`src/rtl/fetch_stage.sv`:
```
// Instruction fetch stage: owns the PC, drives the instruction memory address and
// fills the IF/ID register, handling stalls, EX redirects and HALT draining.
module fetch_stage #(
  parameter int unsigned           ADDR_WIDTH  = 32,
  parameter int unsigned           INSTR_WIDTH = 32,
  parameter logic [ADDR_WIDTH-1:0] RESET_PC    = '0,
  parameter logic [5:0]            HALT_OPCODE = 6'h11
) (
  input  logic                   clk,
  input  logic                   rst,
  input  logic                   stall,
  input  logic                   redirect_valid,
  input  logic [ADDR_WIDTH-1:0]  redirect_pc,
  input  logic                   halt_retired,
  output logic [ADDR_WIDTH-1:0]  imem_addr,
  input  logic [INSTR_WIDTH-1:0] imem_instr,
  output logic [INSTR_WIDTH-1:0] ifid_instr,
  output logic [ADDR_WIDTH-1:0]  ifid_pc,
  output logic [ADDR_WIDTH-1:0]  ifid_pc_plus4,
  output logic                   ifid_valid,
  output logic                   halted,
  output logic                   align_err,
  output logic [31:0]            fetch_count
);

  localparam int unsigned CNT_W   = 32;
  localparam logic [CNT_W-1:0] CNT_MAX = '1;

  typedef enum logic [1:0] {
    ST_RUN,
    ST_HALT_WAIT,
    ST_DONE
  } state_e;

  state_e                 state_q, state_d;
  logic [ADDR_WIDTH-1:0]  pc_q, pc_d;
  logic [INSTR_WIDTH-1:0] ifid_instr_q, ifid_instr_d;
  logic [ADDR_WIDTH-1:0]  ifid_pc_q, ifid_pc_d;
  logic [ADDR_WIDTH-1:0]  ifid_pc_plus4_q, ifid_pc_plus4_d;
  logic                   ifid_valid_q, ifid_valid_d;
  logic                   halted_q, halted_d;
  logic                   align_err_q, align_err_d;
  logic [CNT_W-1:0]       fetch_count_q, fetch_count_d;
  logic [ADDR_WIDTH-1:0]  pc_plus4;
  logic                   is_halt;

  assign pc_plus4 = pc_q + ADDR_WIDTH'(4);
  assign is_halt  = (imem_instr[INSTR_WIDTH-1 -: 6] == HALT_OPCODE);

  // Next-state and IF/ID update; every path starts from "hold everything".
  always_comb begin
    state_d         = state_q;
    pc_d            = pc_q;
    ifid_instr_d    = ifid_instr_q;
    ifid_pc_d       = ifid_pc_q;
    ifid_pc_plus4_d = ifid_pc_plus4_q;
    ifid_valid_d    = ifid_valid_q;
    halted_d        = halted_q;
    align_err_d     = align_err_q;
    fetch_count_d   = fetch_count_q;

    unique case (state_q)
      ST_RUN: begin
        if (redirect_valid) begin
          pc_d         = redirect_pc;
          ifid_valid_d = 1'b0;
          ifid_instr_d = '0;
        end else if (stall) begin
          // hold
        end else if (pc_q[1:0] != 2'b00) begin
          align_err_d  = 1'b1;
          ifid_valid_d = 1'b0;
          ifid_instr_d = '0;
        end else begin
          ifid_instr_d    = imem_instr;
          ifid_pc_d       = pc_q;
          ifid_pc_plus4_d = pc_plus4;
          ifid_valid_d    = 1'b1;
          if (fetch_count_q != CNT_MAX) fetch_count_d = fetch_count_q + CNT_W'(1);
          if (is_halt) state_d = ST_HALT_WAIT;
          else         pc_d    = pc_plus4;
        end
      end
      ST_HALT_WAIT: begin
        // A redirect means the HALT was on the wrong path; its fetch stays counted.
        if (redirect_valid) begin
          pc_d         = redirect_pc;
          ifid_valid_d = 1'b0;
          ifid_instr_d = '0;
          state_d      = ST_RUN;
        end else if (halt_retired) begin
          ifid_valid_d = 1'b0;
          ifid_instr_d = '0;
          halted_d     = 1'b1;
          state_d      = ST_DONE;
        end else if (!stall) begin
          ifid_valid_d = 1'b0;
          ifid_instr_d = '0;
        end
      end
      ST_DONE: begin
        ifid_valid_d = 1'b0;
      end
      default: begin
        state_d = ST_RUN;
      end
    endcase
  end

  always_ff @(posedge clk) begin
    if (rst) begin
      state_q         <= ST_RUN;
      pc_q            <= RESET_PC;
      ifid_instr_q    <= '0;
      ifid_pc_q       <= '0;
      ifid_pc_plus4_q <= '0;
      ifid_valid_q    <= 1'b0;
      halted_q        <= 1'b0;
      align_err_q     <= 1'b0;
      fetch_count_q   <= '0;
    end else begin
      state_q         <= state_d;
      pc_q            <= pc_d;
      ifid_instr_q    <= ifid_instr_d;
      ifid_pc_q       <= ifid_pc_d;
      ifid_pc_plus4_q <= ifid_pc_plus4_d;
      ifid_valid_q    <= ifid_valid_d;
      halted_q        <= halted_d;
      align_err_q     <= align_err_d;
      fetch_count_q   <= fetch_count_d;
    end
  end

  assign imem_addr     = pc_q;
  assign ifid_instr    = ifid_instr_q;
  assign ifid_pc       = ifid_pc_q;
  assign ifid_pc_plus4 = ifid_pc_plus4_q;
  assign ifid_valid    = ifid_valid_q;
  assign halted        = halted_q;
  assign align_err     = align_err_q;
  assign fetch_count   = fetch_count_q;

endmodule
```
`config.mk`:
```
export PLATFORM = sky130hd
export DESIGN_NAME = fetch_stage
export DESIGN_NICKNAME = d
export VERILOG_FILES = /design/src/rtl/fetch_stage.sv
export SDC_FILE = /design/constraint.sdc
export NUM_CORES = 1
export LEC_CHECK = 0
export BUFFER_PORTS_ARGS = -buffer_cell sky130_fd_sc_hd__buf_4
export CELL_PAD_IN_SITES_DETAIL_PLACEMENT = 0
export CELL_PAD_IN_SITES_GLOBAL_PLACEMENT = 1
export CORE_ASPECT_RATIO = 0.75
export CORE_UTILIZATION = 37
export DETAILED_ROUTE_END_ITERATION = 10
export GPL_ROUTABILITY_DRIVEN = 0
export PLACE_DENSITY = 0.85
export SLEW_MARGIN = 20
export SYNTH_ARGS = -nofsm -noshare
export SYNTH_HDL_FRONTEND = slang
export SYNTH_SLANG_ARGS = --single-unit
```
`constraint.sdc`:
```
create_clock -name clk -period 2.5 [get_ports clk]
set_input_delay 0.5 -clock clk [delete_from_list [all_inputs] [get_ports clk]]
set_output_delay 0.5 -clock clk [all_outputs]
set_load 0.005 [all_outputs]
```
Word-level counts from Yosys, hierarchy flattened
Cells that the tools add are included.
{ "totals": {"wordCells": 68, "reg_bits": 165, "in_bits": 69, "out_inout_bits": 163} }
{ "classes": {"n_reduce_logical": 12, "n_eq_ne": 14, "muxes": 27, "bitwise_logic": 4, "n_addsub": 2} }
{ "ops": {"columns": ["op", "n"], "rows": [
  ["32-bit two-way mux", 11],
  ["32-bit one-hot mux with 2 select lines", 2],
  ["32-bit by 1-bit adder with 32-bit output (second input constant)", 1],
  ["32-bit by 3-bit adder with 32-bit output (second input constant)", 1],
  ["32-bit != test (second input constant)", 1],
  ["2-bit two-way mux", 6],
  ["3-bit != test (second input constant)", 4],
  ["2-bit != test (second input constant)", 5],
  ["5-bit AND reduction", 2],
  ["3-bit AND reduction", 3],
  ["4-bit AND reduction", 2],
  ["6-bit by 5-bit == test with 1-bit output (second input constant)", 1],
  ["1-bit two-way mux", 6],
  ["2-bit one-hot mux with 3 select lines", 1],
  ["6-bit AND reduction", 1],
  ["4-bit != test (second input constant)", 1],
  ["1-bit NOT", 4],
  ["2-bit nonzero test", 2],
  ["1-bit one-hot mux with 3 select lines", 1],
  ["3-bit nonzero test", 1],
  ["2-bit by 1-bit == test with 1-bit output (second input constant)", 1],
  ["2-bit == test (second input constant)", 1],
  ["2-bit zero test", 1]
]} }

Depth between registers and ports, before layout
{ "depth": {"depth_word": 6, "ltp_mapped": 10, "ltp_nobuf": 7} }

Worst setup path after synthesis
OpenSTA, ideal clock, no wires.
{ "synth_path": {"path_kind": "flip-flop to flip-flop", "start": "reg state_q[0]", "end": "reg fetch_count_q[28] (netlist: fetch_count[28])", "setup_ns": 0.070, "arrival_time_ns": 2.166, "n_path_buf": 2, "path_stages_with_launch": 10, "slack_ns": 0.264, "period_less_slack_ns": 2.236, "required_time_ns": 2.430, "cell_sequence": "dfxtp_1 inv_1 ha_1 buf_4 nor3b_4 nand3_2 or3_1 buf_2 or4_1 a21oi_1"} }
{ "synth_between": {"elab_chain_len": 2} }
{ "synth_rtl": {"columns": ["element", "line", "source"], "rows": [
  ["start: declaration", "35", "state_e state_q, state_d;"],
  ["start signal: assignment", "122", "state_q <= state_d;"],
  ["2-bit zero test", "62", "unique case (state_q)"],
  ["5-bit AND reduction (no source line)", null, null],
  ["end signal: assignment", "130", "fetch_count_q <= fetch_count_d;"],
  ["end: declaration", "43", "logic [CNT_W-1:0] fetch_count_q, fetch_count_d;"]
]} }
No other way between the ends.
A chain may end at the register's enable or synchronous reset.

Worst setup path in the final report
{ "layout_path": {"start": "reg fetch_count_q[1] (netlist: fetch_count[1])", "end": "reg fetch_count_q[28] (netlist: fetch_count[28])"} }
{ "layout_between": {"elab_chain_len": 2, "word_cells_on_any_way": 3, "classes_between": "add/sub: 1; eq/ne: 1; reduce/logical: 1"} }
{ "layout_rtl": {"columns": ["element"], "rows": [
  ["parallel branches: the longest is 2 deep, another holds 32-bit by 1-bit adder with 32-bit output"]
]} }
Parallel ways; which one is timed is not known.

==> impl_metrics.ini <==
[synthesis]
largest_area_contributor_in_the_synthesized_netlist = sky130_fd_sc_hd__dfxtp_1
ys.warnings.count = 0
synthArstFlopShare = 0
count_of_flip_flops_with_a_built_in_enable_after_synthesis = 0
synth.lib_cells_used.distinct = 68
synth-seq-area-share = 0.4334
ys_seq_elements = 163
netlist_top_cells_area = sky130_fd_sc_hd__dfxtp_1, sky130_fd_sc_hd__a21oi_1, sky130_fd_sc_hd__nand2_1
synth.top_cell.area_share = 0.4334
synth_top_flop_cell = sky130_fd_sc_hd__dfxtp_1
post_synth.cell_area_avg_um2 = 8.095
netlist_area_um2 = 7528
synthCells = 930
synthMostInstantiatedCell = sky130_fd_sc_hd__dfxtp_1
synthTopCellsByCount = sky130_fd_sc_hd__dfxtp_1, sky130_fd_sc_hd__nand2_1, sky130_fd_sc_hd__a21oi_1, sky130_fd_sc_hd__nor2_1, sky130_fd_sc_hd__nand3_1
syn_nets = 1005

[worst_setup_path]
setup.worst_path.end_class = flip-flop
crit_slowest_cell = sky130_fd_sc_hd__or4_1
path_cells = ha_1 -> and4_1 -> nand3_2 -> or3_4 -> or4_1 -> a21oi_1
timing.setup.critical_path_class = flip-flop to flip-flop
cp_slowest_stage_delay_ns = 0.52
worstSetupStartpointType = flip-flop
crit_path_max_fanout = 9
critical_path_arrival_ns = 2.68
worst_path_dominant_cell_family = simple AND/OR/NAND/NOR gates
critPathBufInv = 0
cp.required_ns = 2.85

[route]
first_iteration_detailed_routing_drc_count = 623
drtPass1Iterations = 5
avgViaCountPerCell = 5.430
postRouteAntennaNets = 0
drt_wl_total_um = 23930
drcViolationCount = 0
wl_per_cell_um = 16.73
vias = 7765

[global_routing]
groute.usage.overall = 0.2276
grt_start_max_net_pins = 147
first_global_vias = 7149
globalRoute.totalOverflow = 0
grt_pass1_wl_um = 38090
antenna_violations_before_repair = 1

[power_and_ir_drop]
power.share.clock = 0.402
power_report.internal_total_uw = 4494
power.leakage_uw = 0.004105
power.share.combinational = 0.135
share_seq_of_total_power = 0.463
power.switching_uw = 1552
power.density_nw_per_um2 = 583.9
vdd_ir_drop_max_uv = 266.0
p_sw_frac = 0.2567
total_power_uw = 6046

[finish]
drive_gt1_frac = 0.2908
flow.area_growth_from_synthesis_pct = 37.53
post-route-cell-area_um2 = 10350
final_stage_net_count = 1240
layout.cells.non_filler = 1430

[floorplanning]
initial_util = 0.3831
io-pin-count = 232
die_x_um = 166.7
rows = 44
die-height_um = 125.5
dieArea_um2 = 20930
fp.coreArea_um2 = 19650

[timing]
slew_headroom = 0.4823
tns_ns = 0
timing_hold_violations_final = 0
setup_viol = 0
max_freq_ghz = 0.4284
final_max_slew_viol_count = 0
max_slew.worst_pin.slew_ns = 0.7757
post-route-period-util = 0.9337
period_needed_ns = 2.334
finalClockSkew_ns = 0.01043

[cts]
cts_max_level = 4
clock-root-buffer = sky130_fd_sc_hd__clkbuf_16
clkSlewWorstSetupHoldPaths_ns = 0.06
cts.sink_count = 163
cts_hold_buf = 0
ctsLongestPathBuffers = 2
clk-insertion-delay-late_ns = 0.42
tritoncts = yes
cts_inserted_buffers = 17

[worst_hold_path]
holdCritPathClass = input pin to flip-flop

[place]
detailedPlacementHpwl_um = 17020
place_area_um2 = 9797
dpl.cell_count = 1399
buffer_ports.inserted = 231

[job]
max-cap-violations = 0

[status]
run_status = finished clean
worst min-delay path: cells and delay by family:
family / cells / cell delay [ns]
AOI/OAI and AO/OA: 1 / 0.05
buffers and inverters: 1 / 0.08
and+or+nand+nor: 1 / 0.07
worst paths after layout:
kind                            slack [ns]                            to  cells past startpoint                   startpoint
worst max register to register        0.17  fetch_count[28]$_SDFFE_PP0P_                      6  fetch_count[1]$_SDFFE_PP0P_
worst min register to register        0.45   ifid_instr[18]$_SDFFE_PP0P_                      2  ifid_instr[18]$_SDFFE_PP0P_
worst min-delay path                  0.32           halted$_SDFFE_PP0P_                      3                 halt_retired
worst max-delay path                  0.17  fetch_count[28]$_SDFFE_PP0P_                      6  fetch_count[1]$_SDFFE_PP0P_
layout make-up:
class / instances / area (um^2)
Tap cell: 253 / 316.6
Clock buffer: 21 / 450.4
Timing Repair Buffer: 292 / 2267
Clock inverter: 9 / 83.83
Sequential cell: 163 / 3263
Multi-Input combinational cell: 672 / 3899
Inverter: 19 / 71.32
Fill cell: 1901 / 9300
Antenna cell: 1 / 2.502
power groups by stage:
| stage | clock [uW] | sequential, uW | combinational [uW] |
|---|---|---|---|
| 3_5_place_dp | 0 | 2860 | 814 |
| 5_1_grt | 2620 | 2810 | 890 |
| 3_3_place_gp | 0 | 2850 | 809 |
| 2_1_floorplan | 0 | 2860 | 369 |
| 4_1_cts | 2490 | 2800 | 818 |
| 6_report | 2430 | 2800 | 815 |
registers in the layout, indices dropped and copies added, names as in the netlist:
name	flops
fetch_count	32
ifid_instr	32
ifid_pc	32
imem_addr	32
ifid_pc_plus4	30
state_q	2
align_err	1
halted	1
ifid_valid	1
repair_timing:
action                     in CTS  in global routing
setup endpoints to repair       0                  4
gates resized for setup         0                  3
buffers inserted                0                  0
layer usage:
metal,global-route usage,share of wire
met1,0.3160,0.47
met2,0.3307,0.43
met3,0.07439,0.087
met4,0.07298,0.012
met5,0,0
placed cells by master, fill, tap and decap left out, types with 12 or more instances in the layout:
cell type	instances
sky130_fd_sc_hd__buf_4	286
sky130_fd_sc_hd__dfxtp_1	163
sky130_fd_sc_hd__nand2_1	133
sky130_fd_sc_hd__a21oi_1	110
sky130_fd_sc_hd__nor2_1	69
sky130_fd_sc_hd__nand3_1	57
sky130_fd_sc_hd__o21ai_0	32
sky130_fd_sc_hd__a211oi_1	32
sky130_fd_sc_hd__xnor2_1	27
sky130_fd_sc_hd__nand4_1	20
sky130_fd_sc_hd__inv_1	18
sky130_fd_sc_hd__nor3_1	17
sky130_fd_sc_hd__clkbuf_16	17
sky130_fd_sc_hd__nor4_1	14
sky130_fd_sc_hd__and3_1	12
sky130_fd_sc_hd__xor2_1	12
per-stage QoR:
stage	util	hold WS (ns)	worst slack (ns)
global route	0.5267	0.3167	-0.003563
floorplan	-	0.4483	0.2636
detailed placement	0.4985	0.4447	0.1408
global placement	0.4985	0.4379	0.1849
CTS	0.5257	0.3124	0.1104
finish	0.5268	0.3231	0.1657
cell families after synthesis:
logic type,after synthesis,synth area share
compound gates,240,0.2011
mux,4,0.005485
simple gates,383,0.2511
buf+inv,95,0.05351
fa+ha+maj,6,0.009971
xor+xnor,39,0.04537
flops,163,0.4334
Note: power is estimated with default switching activity, not from simulation.
